`src/rtl/adrv9001_tx_pkg.sv`:
```
// Shared constants and types for the ADRV9001 transmit sample controller.
package adrv9001_tx_pkg;

    localparam logic [1:0] MODE_ZERO   = 2'd0;
    localparam logic [1:0] MODE_STREAM = 2'd1;
    localparam logic [1:0] MODE_RAMP   = 2'd2;
    localparam logic [1:0] MODE_FIXED  = 2'd3;

    typedef enum logic [1:0] {
        IDLE  = 2'd0,
        PRIME = 2'd1,
        RUN   = 2'd2
    } state_t;

endpackage

```
`src/rtl/adrv9001_tx_pattern_gen.sv`:
```
// Internal word sources: zero, 16-bit ramp (I=r, Q=~r) and fixed word.
module adrv9001_tx_pattern_gen
    import adrv9001_tx_pkg::*;
(
    input  logic        clk,
    input  logic        rst,
    input  logic        clear,
    input  logic        advance,
    input  logic [1:0]  mode,
    input  logic [31:0] fixed_data,
    output logic [31:0] word
);

    logic [15:0] ramp_q;

    // Ramp counter: cleared while idle, steps once per ramp word sent, wraps naturally.
    always_ff @(posedge clk) begin
        if (rst || clear) begin
            ramp_q <= '0;
        end else if (advance) begin
            ramp_q <= ramp_q + 16'd1;
        end
    end

    // Source mux; stream words are selected in the top level.
    always_comb begin
        word = '0;
        case (mode)
            MODE_RAMP:  word = {ramp_q, ~ramp_q};
            MODE_FIXED: word = fixed_data;
            default:    word = '0;
        endcase
    end

endmodule

```
`src/rtl/adrv9001_tx_sample_ctrl.sv`:
```
// Transmit sample controller: sources one IQ word per unpacker request and
// handles enable/burst sequencing and underflow accounting.
module adrv9001_tx_sample_ctrl
    import adrv9001_tx_pkg::*;
#(
    parameter int UFLOW_WIDTH = 16,
    parameter int LEN_WIDTH   = 32
) (
    input  logic                   clk,
    input  logic                   rst,
    input  logic                   enable,
    input  logic [1:0]             mode,
    input  logic [LEN_WIDTH-1:0]   burst_len,
    input  logic [31:0]            fixed_data,
    input  logic [31:0]            s_axis_tdata,
    input  logic                   s_axis_tvalid,
    output logic                   s_axis_tready,
    input  logic                   din_rdy,
    output logic [31:0]            dout,
    output logic                   active,
    output logic                   done,
    output logic                   uflow,
    output logic [UFLOW_WIDTH-1:0] uflow_cnt,
    input  logic                   uflow_clr
);

    state_t                 state_q, state_d;
    logic [1:0]             mode_q, mode_d;
    logic [LEN_WIDTH-1:0]   len_q, len_d;
    logic [LEN_WIDTH-1:0]   cnt_q, cnt_d;
    logic [31:0]            dout_q, dout_d;
    logic                   done_q, done_d;
    logic                   active_q;
    logic                   uflow_q;
    logic [UFLOW_WIDTH-1:0] ucnt_q;
    logic                   load;
    logic                   uflow_ev;
    logic                   term;
    logic [31:0]            pat_word;

    assign term = (len_q != '0) && (cnt_q == len_q);

    adrv9001_tx_pattern_gen u_pat (
        .clk        (clk),
        .rst        (rst),
        .clear      (state_q == IDLE),
        .advance    (load && (mode_q == MODE_RAMP)),
        .mode       (mode_q),
        .fixed_data (fixed_data),
        .word       (pat_word)
    );

    // Next-state, datapath loads and stream handshake.
    always_comb begin
        state_d       = state_q;
        mode_d        = mode_q;
        len_d         = len_q;
        cnt_d         = cnt_q;
        dout_d        = dout_q;
        done_d        = 1'b0;
        load          = 1'b0;
        uflow_ev      = 1'b0;
        s_axis_tready = 1'b0;
        case (state_q)
            IDLE: begin
                dout_d = '0;
                cnt_d  = '0;
                if (enable) begin
                    mode_d  = mode;
                    len_d   = burst_len;
                    state_d = (mode == MODE_STREAM) ? PRIME : RUN;
                end
            end
            PRIME: begin
                s_axis_tready = din_rdy;
                // A word offered while tready is high is always taken, even if enable drops.
                if (din_rdy && s_axis_tvalid) begin
                    dout_d  = s_axis_tdata;
                    cnt_d   = LEN_WIDTH'(1);
                    state_d = RUN;
                end else if (!enable) begin
                    state_d = IDLE;
                end
            end
            RUN: begin
                if (din_rdy) begin
                    if (term) begin
                        dout_d  = '0;
                        state_d = IDLE;
                        done_d  = 1'b1;
                    end else if (!enable) begin
                        dout_d  = '0;
                        state_d = IDLE;
                    end else begin
                        load  = 1'b1;
                        cnt_d = cnt_q + LEN_WIDTH'(1);
                        if (mode_q == MODE_STREAM) begin
                            s_axis_tready = 1'b1;
                            if (s_axis_tvalid) begin
                                dout_d = s_axis_tdata;
                            end else begin
                                dout_d   = '0;
                                uflow_ev = 1'b1;
                            end
                        end else begin
                            dout_d = pat_word;
                        end
                    end
                end
            end
            default: state_d = IDLE;
        endcase
    end

    // State and datapath registers.
    always_ff @(posedge clk) begin
        if (rst) begin
            state_q  <= IDLE;
            mode_q   <= MODE_ZERO;
            len_q    <= '0;
            cnt_q    <= '0;
            dout_q   <= '0;
            done_q   <= 1'b0;
            active_q <= 1'b0;
        end else begin
            state_q  <= state_d;
            mode_q   <= mode_d;
            len_q    <= len_d;
            cnt_q    <= cnt_d;
            dout_q   <= dout_d;
            done_q   <= done_d;
            active_q <= (state_d != IDLE);
        end
    end

    // Sticky underflow flag and saturating counter; a coincident clear keeps the new event.
    always_ff @(posedge clk) begin
        if (rst) begin
            uflow_q <= 1'b0;
            ucnt_q  <= '0;
        end else if (uflow_clr) begin
            uflow_q <= uflow_ev;
            ucnt_q  <= uflow_ev ? UFLOW_WIDTH'(1) : '0;
        end else if (uflow_ev) begin
            uflow_q <= 1'b1;
            if (ucnt_q != '1) begin
                ucnt_q <= ucnt_q + UFLOW_WIDTH'(1);
            end
        end
    end

    assign dout      = dout_q;
    assign active    = active_q;
    assign done      = done_q;
    assign uflow     = uflow_q;
    assign uflow_cnt = ucnt_q;

endmodule

```
`config.mk`:
```
export PLATFORM = sky130hd
export DESIGN_NAME = adrv9001_tx_sample_ctrl
export DESIGN_NICKNAME = d
export VERILOG_FILES = /design/src/rtl/adrv9001_tx_pkg.sv /design/src/rtl/adrv9001_tx_pattern_gen.sv /design/src/rtl/adrv9001_tx_sample_ctrl.sv
export SDC_FILE = /design/constraint.sdc
export NUM_CORES = 1
export LEC_CHECK = 0
export ABC_AREA = 1
export BUFFER_PORTS_ARGS = -buffer_cell sky130_fd_sc_hd__buf_4
export CORE_ASPECT_RATIO = 2
export CORE_MARGIN = 2
export CORE_UTILIZATION = 52
export CTS_CLUSTER_DIAMETER = 120
export DETAILED_ROUTE_END_ITERATION = 8
export PLACE_DENSITY = 0.86
export SLEW_MARGIN = 15
export SYNTH_ARGS = -nofsm -noshare
export SYNTH_HDL_FRONTEND = slang
export SYNTH_HIERARCHICAL = 1
export SYNTH_SLANG_ARGS = --single-unit
```
`constraint.sdc`:
```
create_clock -name clk -period 2 [get_ports clk]
set_clock_uncertainty 0.15 [all_clocks]
set_input_delay 0.3 -clock clk [delete_from_list [all_inputs] [get_ports clk]]
set_output_delay 0.3 -clock clk [all_outputs]
set_load 0.005 [all_outputs]
```
==> results of run 1 <==
-- per-stage QoR --
| stage | worst slack (ns) | TNS, ns | utilization, % | area, um^2 | hold slack [ns] |
|---|---|---|---|---|---|
| 2_1_floorplan | 0.0230 | 0 | - | 8790 | 0.298 |
| 3_3_place_gp | -0.253 | -11.18 | 69.3 | 11600 | 0.304 |
| 3_5_place_dp | -0.321 | -15.42 | 69.3 | 11600 | 0.308 |
| 4_1_cts | -0.463 | -33.56 | 81.7 | 13600 | 0.00406 |
-- kinds of logic after synthesis --
| logic type | Yosys count | share of synthesized area (%) |
|---|---|---|
| DFF | 135 | 30.8 |
| xor gates and xnor gates | 29 | 2.89 |
| adders and majority gates | 7 | 0.998 |
| AOI/OAI and AO/OA | 251 | 14.7 |
| buffers and inverters | 196 | 8.96 |
| and+or+nand+nor | 874 | 41.7 |
-- layer usage --
metal	overflow	track usage, %
met3	0	20.3
met1	0	48.2
met2	1	81.8
met4	2	59.2
met5	0	0
-- timing repair --
| action | 4_1_cts |
|---|---|
| hold endpoints to repair | 6 |
| resized for setup | 248 |
| endpoints found under the setup margin | 103 |
| setup buffers | 27 |
| cloned | 10 |
| pin swaps | 79 |
| hold buffers | 6 |
-- cell usage after synthesis, drive strengths merged --
| library cell | instances | share of area [%] |
|---|---|---|
| clkbuf | 51 | 2.2 |
| a22oi | 1 | 0.086 |
| or2 | 1 | 0.071 |
| ha | 7 | 1.0 |
| o21bai | 2 | 0.30 |
| nor4 | 5 | 0.36 |
| nor2 | 209 | 9.3 |
| buf | 28 | 1.8 |
| o31ai | 1 | 0.086 |
| dfxtp | 135 | 31 |
| a31oi | 1 | 0.071 |
| o21ai | 92 | 5.2 |
| xor2 | 26 | 2.6 |
| clkinv | 2 | 0.086 |
| nor3 | 44 | 2.6 |
| nand2 | 439 | 19 |
| inv | 115 | 4.9 |
| nand3 | 165 | 9.5 |
| a21oi | 154 | 8.9 |
| xnor2 | 3 | 0.30 |
| nand4 | 11 | 0.78 |
==> results.md, run 1 <==
Outcome:
- It got as far as global routing and failed there.
- The flow did not finish.
- The first error in the log reads "[ERROR GRT-0116] Global routing finished with congestion. Check the congestion regions in the DRC Viewer".

Yosys:
- The Yosys warning count is 6.
- The mean instance size in the synthesized netlist is 5.88 um^2.
- The cell count after synthesis came out at 1492.
- Synthesis inferred 135 register bits.
- The cell area that synthesis handed to floorplanning was 0.00878 mm^2.
- The number of different library cells in the post-synthesis netlist is 32.
- The number of nets in the synthesized netlist is 1603.
- Summing the sequential cell areas from Yosys gives 30.8% of the chip area.

Place:
- At the end of routability-driven placement, the weighted congestion stood at 1.05.
- Buffers placed on the I/O ports in this run total 155.
- Summed over all nets, the half-perimeter wirelength after detailed placement is 28.7 mm.
- The number of placed instances with taps included is 1985.

Global routing:
- The largest net degree at the start of global routing is 76.
- The overall track demand over capacity in global routing is 53.0%.
- The via count of the first global-routing pass is 13400.
- The first-pass GRT wire length is 72.6 mm.
- The remaining global-route overflow is 3.

Clocking:
- TritonCTS created 17 clock buffers.
- The number of buffers between clock root and the deepest sink is 2.
- The root cell of the clock tree is sky130_fd_sc_hd__clkbuf_16.
- The H-tree was split into 4 levels.
- Clock tree synthesis found a total of 135 sinks.

Floorplanning:
- Once the floorplan was initialized, standard cells occupied 52.6% of the core.
- The die is 95.9 um wide.
- For this design the top-level I/O count stands at 156.
- The placement row count is 67.
- The die span in y is 188 um.
==> run 2: changes to the inputs <==
CORE_ASPECT_RATIO = unset   (was 2)
CORE_UTILIZATION = 40   (was 52)
CTS_CLUSTER_DIAMETER = unset   (was 120)
PLACE_DENSITY = unset   (was 0.86)
PLACE_DENSITY_LB_ADDON = 0.15   (was unset)
clock period = 2.6 ns   (was 2 ns; I/O delays follow)
==> results.md, run 2 <==
Floorplanning:
- The overall die area is 0.0231 mm^2.
- The area of the core is 0.0217 mm^2.
- The die span in y is 152 um (-19%).
- The starting density of the core is 40.5% (-12 points).
- The placement row count was 54 (-19%).
- The total I/O pin count is 156 (unchanged).
- The horizontal die dimension is 152 um (+59%).

Yosys:
- The mean instance size in the synthesized netlist is 5.88 um^2 (unchanged).
- The number of different library cells in the post-synthesis netlist is 32 (unchanged).
- The most common cell in the synthesized netlist is sky130_fd_sc_hd__nand2_1.
- The post-synthesis share of cell area spent on xor and xnor gates is 2.89% (unchanged).
- The Yosys warning count came to 6 (unchanged).
- The most instantiated flip-flop cell in the synthesis netlist is sky130_fd_sc_hd__dfxtp_1.
- The fraction of the mapped netlist area in simple logic gates is 41.7% (unchanged).
- The number of enable flip-flop cells after synthesis is 0 (unchanged).
- The synthesized netlist cell count is 1492 (unchanged).
- The number of flip-flops and latches in the synthesized netlist is 135 (unchanged).
- The post-synthesis async set-or-reset flop share is 0% (unchanged).
- Counting instances in the post-synthesis netlist gives the leading cell types as 432 x sky130_fd_sc_hd__nand2_1, 199 x sky130_fd_sc_hd__nor2_1, 163 x sky130_fd_sc_hd__nand3_1, 152 x sky130_fd_sc_hd__a21oi_1, 135 x sky130_fd_sc_hd__dfxtp_1.
- The post-synthesis share of cell area spent on full adders, half adders and majority gates is 0.998% (unchanged).
- The synthesized net count is 1603 (unchanged).
- The share of synthesized area spent on multiplexers is 0% (unchanged).
- The fraction of the mapped netlist area in compound gates came to 14.7% (unchanged).
- The cell area after synthesis was 0.00878 mm^2 (unchanged).
- The part of the Yosys area used for sequential elements came to 30.8% (unchanged).
- In the post-synthesis netlist, the biggest area contributors are sky130_fd_sc_hd__dfxtp_1 31%, sky130_fd_sc_hd__nand2_1 18%, sky130_fd_sc_hd__nand3_1 9.3%.
- The synthesized design spends more area on one cell type than any other, namely sky130_fd_sc_hd__dfxtp_1.
- By area, the combinational part of the netlist is dominated by simple AND/OR/NAND/NOR gates.
- The share of Yosys cell area claimed by the top area cell type came to 30.8% (unchanged).

Setup path:
- The longest individual stage delay on the worst path is 0.33 ns.
- Of all nets on the critical path, the largest fanout is 3.
- STA puts the critical path data required time at 2.06 ns.
- The startpoint class of the critical path is a register.
- The setup path with the least slack is of type register to primary output.
- The kind of end point of the critical path is a primary output.
- The cell with the largest stage delay on the worst path is sky130_fd_sc_hd__dfxtp_1.
- The arrival time at the worst endpoint is 2.00 ns.
- The critical path goes through nor2_2 -> nand4_1 -> nor2_2 -> nand2_2 -> nand3_2 -> nor2_4 -> inv_2 -> nand2_4 -> o31ai_4 -> buf_4.
- The most used cell along the critical path is sky130_fd_sc_hd__nor2_2.
- The largest delay contributor family on the critical path is simple AND/OR/NAND/NOR gates.
- Together, buffers and inverters on the worst path number 2.

Place:
- The final weighted congestion of routability-driven global placement came to 0.955 (-9.3%).
- The count of buffers inserted at the top-level ports is 155 (unchanged).
- The HPWL after detailed placement is 23.0 mm (-20%).

Timing:
- After layout, the worst path uses 97.7% of the clock period.
- The worst slew margin relative to its limit is 36.5%.
- The number of failing hold endpoints at the final stage is 0.
- The post-route minimum period is 2.54 ns.
- For the pin with the worst max-slew slack, the measured transition is 0.951 ns.
- The number of pins with negative max-slew slack in the final report was 0.
- Based on the critical path, the design can be clocked at up to 394 MHz.
- The setup violation total in the final timing report is 0.
- Setup repair after global routing could not meet its margin everywhere.

Clocking:
- The number of buffers inserted for hold repair after clock tree synthesis is 0 (-6).
- The H-tree depth is 4 (unchanged).
- The number of buffers between clock root and the deepest sink is 2 (unchanged).
- The clock reaches the later pin of the worst-skew pair after 0.43 ns.
- The CTS tree is done.
- CTS placed an instance of sky130_fd_sc_hd__clkbuf_16 at the clock tree root.
- Clock-pin slew was measured on the worst setup and hold paths at 0.06 ns.
- The count of clock tree sinks is 135 (unchanged).
- The number of buffers created by CTS is 17 (unchanged).

Global routing:
- The remaining global-route overflow is 0.
- The via count of the first global-routing pass is 9525.
- The overall track demand over capacity in global routing is 26.7%.
- The initial antenna violation count is 0.
- Entering global routing, the biggest net connects 64 pins.
- The first global-routing pass estimated 49.9 mm of wire.

Finish:
- The share of layout cells above drive strength 1 is 18.8%.
- The final net count is 1741.
- Once layout is complete, the utilization of the core stands at 51.5%.
- The most frequent standard cell in the layout excluding fill and tap cells is sky130_fd_sc_hd__nand2_1.
- The top cell types in the final layout, fill and taps aside, are 427 x sky130_fd_sc_hd__nand2_1, 194 x sky130_fd_sc_hd__buf_4, 187 x sky130_fd_sc_hd__nor2_1, 162 x sky130_fd_sc_hd__nand3_1, 152 x sky130_fd_sc_hd__a21oi_1.
- The relative area change from synthesis to final layout is 27.2%.
- The number of antenna diodes in the final layout is 0.

Outcome:
- The flow ran to the end, and the final reports show no timing, DRC or antenna violations.

Route:
- The final layout contains routed wiring with a total length of 31.5 mm.
- The residual DRC count is 0.
- After detailed routing, the average wire length per cell comes to 16.4 um.
- The detailed-router iteration count before antenna repair is 5.
- The detail route stage leaves a number of antenna-violating nets equal to 0.
- The total number of vias is 10100.
- In the routed layout, each cell is associated on average with a via count of 5.27.
- In this run, the number of DRC markers left after iteration 0 of detailed routing was 718.

Pwr:
- In this run the static leakage power is 0.00455 uW.
- The worst IR drop on VDD is 0.434 mV.
- The power density relative to cell area is 562 mW/mm^2.
- The design draws 6280 uW.

Worst hold path:
- In this run the worst hold path is classified as input port to register.

Run:
- The number of violations of the max-capacitance limit is 0.
## run 2: cell counts after synthesis
No cell type changed its count.
## run 2: area by class of cell
class	count	area, um^2
fillers	2269	10500
clock buffers	22	494
multi-input cells	1161	5370
repair buffers	198	1540
inverters	117	439
flip-flops and latches	135	2750
clock inverters	10	235
well taps	280	350
## run 2: stage by stage
stage	TNS (ns)	hold slack, ns	cell area [um^2]	std cells	setup WS (ns)
floorplan	0	0.302	8780	1492	0.469
global placement	0	0.306	10300	1885	0.120
detailed placement	0	0.310	10300	1885	0.100
CTS	0	0.0555	11100	1918	0.0120
global route	-0.0417	0.0882	11200	1923	-0.0320
finish	0	0.0734	11200	1923	0.0600
## run 2: kinds of logic after synthesis
group | Yosys count
AO/OA/AOI/OAI | 251
flip-flops | 135
AND/OR/NAND/NOR | 874
adder cells (fa/ha/maj) | 7
XOR/XNOR | 29
buffers and inverters | 196
## run 2: timing repair
action | CTS | global route
endpoints found under the hold margin | 0 | 0
setup endpoints to repair | 1 | 9
pin swaps | 5 | 13
setup buffers | 1 | 5
resized for setup | 15 | 38
## run 2: per-layer routing
metal	vias up	global-route usage [%]	share of wire [%]
li1	5103	-	-
met1	4650	32.6	42
met2	331	46.6	49
met3	57	5.15	6.3
met4	0	10.1	2.8
met5	-	0	0
## run 2: path summary, 6_finish.rpt
path         cells after the start  slack, ns            end       from
max reg2reg                     13       0.18      cnt_q[17]  len_q[29]
min                              3       0.07      mode_q[0]    mode[0]
min reg2reg                      2       0.32       dout[27]   dout[27]
max                             10       0.06  s_axis_tready  len_q[29]
## run 2: power by group
group          switching, uW  leakage (uW)  internal [uW]
combinational            712       0.00309            377
clock                    971      0.000354           2030
sequential              54.9       0.00111           2130
## run 2: worst min-delay path, cell delays in order
cell and delay (ns):
sky130_fd_sc_hd__buf_4 0.07, sky130_fd_sc_hd__inv_1 0.04, sky130_fd_sc_hd__a21oi_1 0.10
Power figures use the tool's default switching activity.
==> run 3: changes to the inputs <==
CORE_UTILIZATION = 45   (was 40)
CTS_BUF_LIST = sky130_fd_sc_hd__clkbuf_4   (was unset)
==> results.md, run 3 (synthesis gave the netlist of run 2 again) <==
Finish:
- Leaving out fill and tap cells, the most frequent cell in the layout is sky130_fd_sc_hd__nand2_1.
- The final non-filler cell area is 0.0113 mm^2 (+0.94%).
- The multi-input gate area in the final layout is 0.00546 mm^2 (+1.7%).
- The relative area change from synthesis to final layout is 28.4%.
- In the layout the commonest cells are 421 x sky130_fd_sc_hd__nand2_1, 201 x sky130_fd_sc_hd__buf_4, 186 x sky130_fd_sc_hd__nor2_1, 161 x sky130_fd_sc_hd__nand3_1, 146 x sky130_fd_sc_hd__a21oi_1.
- The final net count was 1783 (+2.4%).
- The share of layout cells above drive strength 1 is 21.0% (+2.2 points).
- The utilization after layout came to 58.3% (+6.8 points).
- The area occupied by registers is 0.00276 mm^2 (+0.64%).
- The fill cell instance count of the final layout came to 1977 (-13%).

Clocking:
- CTS placed an instance of sky130_fd_sc_hd__clkbuf_4 at the clock tree root.
- The clock latency on the worst-skew pair is 0.56 ns (+0.13 ns).
- The clock edge transition at the registers on the reported setup and hold paths was 0.15 ns (+0.09 ns).
- The H-tree depth is 4 (unchanged).
- The number of buffers created by CTS came to 17 (unchanged).
- The count of clock tree sinks came to 135 (unchanged).
- TritonCTS built the clock tree.
- The number of buffers between clock root and the deepest sink came to 2 (unchanged).

Floorplanning:
- The placement row count is 51 (-5.6%).
- The overall die area is 0.0206 mm^2 (-11%).
- The die span in y is 144 um (-5.6%).
- The horizontal die dimension is 144 um (-5.6%).
- The area of the core is 0.0193 mm^2 (-11%).
- The starting density of the core is 45.4% (+4.9 points).
- The total I/O pin count came to 156 (unchanged).

Setup path:
- The slack of the worst reg-to-reg path is 0.04 ns (-0.14 ns).
- The required time of the critical path is 2.06 ns (about the same).
- The longest individual stage delay on the worst path came to 0.36 ns (+0.03 ns).
- The worst setup path is launched from a register.
- The worst setup path is of the register to primary output kind.
- The sum of buffers and inverters on the critical path is 3 (+1).
- The critical path goes through inv_1 -> nand2_1 -> nand2_1 -> nor2_1 -> nand2_1 -> nor2_2 -> nand3_2 -> nor2_4 -> inv_2 -> nand2_4 -> o31ai_4 -> buf_4.
- The worst setup path is captured at a primary output.
- The length in cells of the worst reg-to-reg path is 19 (+6).
- The cell family contributing the most delay on the critical path is simple AND/OR/NAND/NOR gates.
- The reg-to-reg critical path startpoint is len_q[17].
- The slowest stage of the critical path belongs to the cell sky130_fd_sc_hd__dfxtp_2.
- The arrival time at the worst endpoint came to 2.12 ns (+0.12 ns).
- Among the stages of the critical path, the cell type that occurs most often is sky130_fd_sc_hd__nand2_1.
- The maximum fanout encountered on the critical timing path is 6 (+3).
- The worst register-to-register path ends at dout[31].

Worst hold path:
- The startpoint identified for the worst hold timing path is burst_len[17].
- The worst-case hold path end point is len_q[17].
- The cell depth of the worst min-delay path is 3 (unchanged).
- In this run the worst hold path is classified as input port to register.

Global routing:
- The overall track demand over capacity in global routing is 30.7% (+4.0 points).
- The via count of the first global-routing pass is 9677 (+1.6%).
- The largest net degree at the start of global routing came to 48 (-25%).
- The remaining global-route overflow is 0 (unchanged).
- The initial antenna violation count is 1 (+1).
- The first-pass GRT wire length came to 49.7 mm (-0.43%).

Outcome:
- The run finished, with violations left.
- The checks that failed: negative setup slack.

Route:
- The starting DRC count in detailed routing is 821 (+14%).
- The residual DRC count is 0 (unchanged).
- The count of nets left with antenna violations after detail routing is 0 (unchanged).
- The average detailed-routed wire length per instance was 16.5 um (+0.81%).
- The via density per instance is 5.39 (+2.2%).
- The total number of vias is 10500 (+3.6%).
- The detailed-router iteration count before antenna repair is 8 (+3).
- The total detailed-routing wirelength is 32.2 mm (+2.2%).

Run:
- The number of violations of the max-capacitance limit is 0 (unchanged).

Timing:
- Setup repair after global routing could not meet its margin everywhere.
- The setup violation total in the final timing report was 1 (+1).
- The final critical-path share of the clock period is 102% (+4.8 points).
- The slew at the pin closest to its max-slew limit is 0.638 ns (-0.313 ns).
- The worst slew margin relative to its limit is 57.4% (+21 points).
- The maximum frequency from static timing analysis is 375 MHz (-4.7%).
- The number of pins with negative max-slew slack in the final report was 0 (unchanged).
- The number of failing hold endpoints at the final stage is 0 (unchanged).
- The post-route minimum period is 2.66 ns (+0.124 ns).
- The final total negative setup slack is -0.0641 ns (-0.0641 ns).
- The final worst slack is -0.0641 ns (-0.124 ns).

Place:
- The HPWL after detailed placement is 22.9 mm (-0.25%).
- The final weighted congestion of routability-driven global placement came to 0.971 (+1.7%).
- The count of buffers inserted at the top-level ports is 155 (unchanged).
- The post-place instance area came to 0.0103 mm^2 (-0.18%).

Pwr:
- The power density relative to cell area came to 430 mW/mm^2 (-23%).
- The leakage power was 0.00458 uW (+0.69%).
- The total power draw is 4850 uW (-23%).
- The worst IR drop on VDD is 0.251 mV (-42%).
## run 3: changes by cell type in the layout (fill, tap and decap cells not counted), sizes merged
cell         delta
buf            +11
clkinvlp        +4
diode           +1
inv             -1
clkinv          +5
bufinv          -4
clkbuf          -3
dlygate4sd3    +29
## run 3: metrics by stage
stage	instances	setup slack, ns	hold slack [ns]
after floorplan	1492	0.469	0.302
after global placement	1870	0.107	0.306
after detailed placement	1870	0.0770	0.308
after CTS	1946	-0.0594	0.0122
after global routing	1950	-0.170	0.0159
final	1950	-0.0641	0.0281
## run 3: power breakdown
part | internal, uW | switching [uW] | leakage, uW
combinational | 416 | 740 | 0.00333
clock | 650 | 852 | 0.000141
sequential | 2130 | 60.1 | 0.00111
## run 3: tightest hold or removal path: stages
cell and delay [ns]:
sky130_fd_sc_hd__buf_4 0.11, sky130_fd_sc_hd__o21ai_0 0.16, sky130_fd_sc_hd__a21oi_1 0.06
## run 3: final cells by class
cell class,instances,area share (%)
Sequential cell,135,24.5
Antenna cell,1,0.0222
Multi-Input combinational cell,1161,48.4
Clock buffer,17,1.13
Inverter,117,3.89
Tap cell,265,2.94
Clock inverter,14,1.41
Timing Repair Buffer,240,17.7
## run 3: repair_timing
item                       4_1_cts  5_1_grt
setup endpoints to repair        1       85
pin swaps                        7       13
hold endpoints to repair        29        0
resized for setup               49       52
cloned                           0        3
hold buffers                    29        0
setup buffers                   16        0
## run 3: worst max-delay path by stage
stage | start | endpoint | cells after the start
3_5_place_dp | len_q[17] | u_pat/ramp_q[13] | 18
6_report | cnt_q[14] | s_axis_tready | 12
5_1_grt | cnt_q[24] | s_axis_tready | 12
4_1_cts | len_q[19] | s_axis_tready | 12
3_3_place_gp | len_q[21] | u_pat/ramp_q[15] | 18
2_1_floorplan | state_q[0] | u_pat/ramp_q[15] | 14
## run 3: per-layer routing
metal  track usage (%)  vias to the layer above  share of wire, %
li1                  -                     5180                 -
met2              52.3                      428                49
met1              39.3                     4828                42
met3              5.23                       75               6.2
met4              10.1                        0               3.1
met5                 0                        -                 0
==> run 4: changes to the inputs <==
SLEW_MARGIN = 20   (was 15)
SYNTH_HIERARCHICAL = unset   (was 1)
==> results.md, run 4 <==
Route:
- The detailed-router iteration count before antenna repair is 8 (unchanged).
- The average detailed-routed wire length per instance is 15.9 um (-3.4%).
- The via density per instance came to 5.42 (+0.46%).
- The starting DRC count in detailed routing is 812 (-1.1%).
- The residual DRC count is 0 (unchanged).
- The count of nets left with antenna violations after detail routing is 0 (unchanged).
- The total number of vias is 9585 (-8.8%).
- The total detailed-routing wirelength is 28.2 mm (-12%).

Timing:
- The slew at the pin closest to its max-slew limit was 0.643 ns (+0.00464 ns).
- The worst slew margin relative to its limit is 57.1% (-0.31 points).
- Setup repair after global routing could not meet its margin everywhere.
- The post-route minimum period is 2.68 ns (+0.0197 ns).
- The number of pins with negative max-slew slack in the final report was 0 (unchanged).
- The maximum frequency from static timing analysis came to 373 MHz (-0.74%).
- The setup violation total in the final timing report is 1 (unchanged).
- The final critical-path share of the clock period came to 103% (+0.76 points).
- The final worst slack is -0.0838 ns (-0.0197 ns).
- The number of failing hold endpoints at the final stage came to 0 (unchanged).
- The minimum hold slack came to 0.0418 ns (+0.0137 ns).

Place:
- The HPWL after detailed placement is 20.3 mm (-11%).
- The post-place instance area was 0.00985 mm^2 (-4.0%).
- The number of placed instances with taps included is 1677 (-10%).
- The final weighted congestion of routability-driven global placement was 0.988 (+1.7%).
- The count of buffers inserted at the top-level ports is 155 (unchanged).

Finish:
- The final net count is 1632 (-8.5%).
- The library cell used most frequently in the layout, excluding fill and tap cells, is sky130_fd_sc_hd__nand2_1.
- The post-layout instance count excluding filler cells is 1770 (-9.2%).
- The relative area change from synthesis to final layout is 26.8%.
- The final non-filler cell area was 0.0108 mm^2 (-4.6%).
- The share of layout cells above drive strength 1 is 19.3% (-1.7 points).
- The fill cell instance count of the final layout was 1804 (-8.8%).
- In the layout the commonest cells are 346 x sky130_fd_sc_hd__nand2_1, 190 x sky130_fd_sc_hd__buf_4, 159 x sky130_fd_sc_hd__a21oi_1, 143 x sky130_fd_sc_hd__nor2_1, 113 x sky130_fd_sc_hd__dfxtp_1.

Outcome:
- The final reports fail on negative setup slack.
- The flow ran to the end, but the final reports show violations.

Yosys:
- The post-synthesis async set-or-reset flop share was 0% (unchanged).
- The part of the Yosys area used for sequential elements is 31.9% (+1.1 points).
- The cell with the most instances after synthesis is sky130_fd_sc_hd__nand2_1.
- The largest area contributor in the netlist is sky130_fd_sc_hd__dfxtp_1.
- By area the synthesized netlist is led by sky130_fd_sc_hd__dfxtp_1 32%, sky130_fd_sc_hd__nand2_1 15%, sky130_fd_sc_hd__a21oi_1 9.4%.
- The mean instance size in the synthesized netlist was 6.35 um^2 (+7.9%).
- The synthesized netlist cell count was 1336 (-10%).
- The synthesized net count came to 1447 (-9.7%).
- The number of flip-flops and latches in the synthesized netlist is 135 (unchanged).
- The cell area after synthesis was 0.00848 mm^2 (-3.4%).
- In the synthesized netlist, the cells that appear most often are 347 x sky130_fd_sc_hd__nand2_1, 159 x sky130_fd_sc_hd__a21oi_1, 145 x sky130_fd_sc_hd__nor2_1, 135 x sky130_fd_sc_hd__dfxtp_1, 98 x sky130_fd_sc_hd__nand3_1.
- The share of Yosys cell area claimed by the top area cell type is 31.9% (+1.1 points).
- The Yosys warning count is 0 (-6).
- The number of different library cells in the post-synthesis netlist is 40 (+25%).
- For this run, the leading register cell type out of synthesis is sky130_fd_sc_hd__dfxtp_1.
- The number of enable flip-flop cells after synthesis is 0 (unchanged).

Setup path:
- The slack of the worst reg-to-reg path is 0.19 ns (+0.15 ns).
- The worst setup path is captured at a primary output.
- In this run the critical register-to-register path is captured at cnt_q[8].
- The critical path startpoint is cnt_q[20].
- The startpoint identified for the worst register-to-register timing path is cnt_q[20].
- The arrival time at the worst endpoint is 2.14 ns (+0.02 ns).
- The critical path in this run is classified as register to primary output.
- The maximum fanout encountered on the critical timing path is 5 (-1).
- The worst setup path is launched from a register.
- The length in cells of the worst reg-to-reg path was 16 (-3).
- The required time of the critical path came to 2.06 ns (about the same).

Floorplanning:
- The overall die area is 0.0200 mm^2 (-3.3%).
- The area of the core is 0.0186 mm^2 (-3.9%).
- The total I/O pin count is 156 (unchanged).
- The horizontal die dimension came to 141 um (-1.7%).
- The starting density of the core is 45.6% (+0.23 points).
- The die span in y is 141 um (-1.7%).
- The placement row count is 50 (-2.0%).

Worst hold path:
- For hold timing, the worst endpoint is dout[22].
- The tightest min-delay check is of the input port to register type.
- The startpoint identified for the worst hold timing path is s_axis_tdata[22].
- The cell depth of the worst min-delay path is 5 (+2).

Pwr:
- The internal power is 3080 uW (-3.7%).
- The leakage power is 0.00430 uW (-6.2%).
- The switching power share of the total came to 34.7% (+0.62 points).
- The part of the power in registers is 47.0% (+1.8 points).
- The share of power burned in the clock network was 29.9% (-1.1 points).
- The power density relative to cell area is 439 mW/mm^2 (+2.0%).
- The worst IR drop on VDD came to 0.257 mV (+2.5%).
- The net switching power was 1640 uW (-0.97%).
- The combinational share of power is 23.1% (-0.7 points).

Global routing:
- The remaining global-route overflow came to 0 (unchanged).
- The largest net degree at the start of global routing was 53 (+10%).
- The initial antenna violation count was 1 (unchanged).
- The first-pass GRT wire length is 44.6 mm (-10%).
- The overall track demand over capacity in global routing is 27.8% (-2.9 points).
- The via count of the first global-routing pass is 8568 (-11%).

Run:
- The number of violations of the max-capacitance limit is 0 (unchanged).

Clocking:
- The H-tree depth came to 4 (unchanged).
- The clock edge transition at the registers on the reported setup and hold paths was 0.13 ns (-0.02 ns).
- The root cell of the clock tree is sky130_fd_sc_hd__clkbuf_4.
- The CTS tree is done.
- The number of buffers created by CTS is 17 (unchanged).
- The clock latency on the worst-skew pair was 0.56 ns (about the same).
- The count of clock tree sinks came to 135 (unchanged).
- The number of buffers between clock root and the deepest sink is 2 (unchanged).
-- run 4: changes by cell type after synthesis, sizes merged, moves of 20 or more --
cell,before,now
nor2,209,154
xnor2,3,23
nand3,165,101
o21ai,92,52
nor3,44,80
inv,115,95
nand2,439,359
-- run 4: cells by family after synthesis --
logic type	share of synthesized area, %
AO/OA/AOI/OAI	14.9
XOR/XNOR	5.37
adder cells (fa/ha/maj)	1.03
buffers and inverters	9.09
flip-flops	31.9
AND/OR/NAND/NOR	37.7
-- run 4: area by class of cell --
| cell class | count | area [um^2] | area share [%] |
|---|---|---|---|
| clock inverters | 15 | 143 | 1.33 |
| multi-input cells | 1022 | 5030 | 46.8 |
| inverters | 96 | 360 | 3.35 |
| diodes | 2 | 5.00 | 0.0465 |
| clock buffers | 17 | 128 | 1.19 |
| repair buffers | 249 | 2060 | 19.1 |
| well taps | 234 | 293 | 2.72 |
| flip-flops and latches | 135 | 2740 | 25.4 |
-- run 4: power groups by stage --
| stage | Sequential, uW | Combinational [uW] | Clock, uW |
|---|---|---|---|
| CTS | 2220 | 1080 | 1430 |
| floorplan | 2240 | 642 | 0 |
| finish | 2220 | 1090 | 1410 |
| detailed placement | 2270 | 1000 | 0 |
| global placement | 2260 | 1000 | 0 |
| global route | 2230 | 1200 | 1540 |
-- run 4: how the worst max path moves through the flow --
stage,cells past startpoint,slack (ns),to
CTS,12,-0.07,s_axis_tready
detailed placement,11,0.22,uflow_cnt[7]
finish,13,-0.08,s_axis_tready
global placement,11,0.33,uflow_cnt[11]
global route,12,-0.18,s_axis_tready
floorplan,11,0.55,uflow_cnt[2]
-- run 4: stage by stage --
stage | TNS, ns | utilization, % | setup WS (ns) | total power, uW
after floorplan | 0 | - | 0.549 | 2890
after global placement | 0 | 53.0 | 0.327 | 3260
after detailed placement | 0 | 53.0 | 0.222 | 3270
after CTS | -0.0739 | 57.8 | -0.0739 | 4730
after global routing | -0.181 | 57.9 | -0.181 | 4970
final | -0.0838 | 57.9 | -0.0838 | 4720
-- run 4: layer usage --
metal | vias up | track usage (%) | part of all wire, %
li1 | 4758 | - | -
met1 | 4404 | 40.6 | 46
met2 | 373 | 41.4 | 44
met3 | 50 | 4.35 | 7.6
met4 | 0 | 10.3 | 2.7
met5 | - | 0 | 0
-- run 4: worst max-delay path, stage by stage, from the launching register on --
cell	delay [ns]
sky130_fd_sc_hd__dfxtp_2	0.39
sky130_fd_sc_hd__inv_2	0.13
sky130_fd_sc_hd__nand2_1	0.06
sky130_fd_sc_hd__nand2_1	0.06
sky130_fd_sc_hd__nand2_1	0.05
sky130_fd_sc_hd__nor2_1	0.12
sky130_fd_sc_hd__nand2_1	0.08
sky130_fd_sc_hd__nor2_2	0.15
sky130_fd_sc_hd__nand3_4	0.11
sky130_fd_sc_hd__nand2_4	0.10
sky130_fd_sc_hd__nor2_4	0.04
sky130_fd_sc_hd__nand2_1	0.06
sky130_fd_sc_hd__a21oi_1	0.06
sky130_fd_sc_hd__buf_4	0.17
-- run 4: timing repair --
action | CTS | global route
endpoints found under the hold margin | 65 | 0
resized for setup | 22 | 5
cloned | 0 | 1
pin swaps | 4 | 3
endpoints found under the setup margin | 1 | 2
hold buffers | 55 | 0
setup buffers | 3 | 0
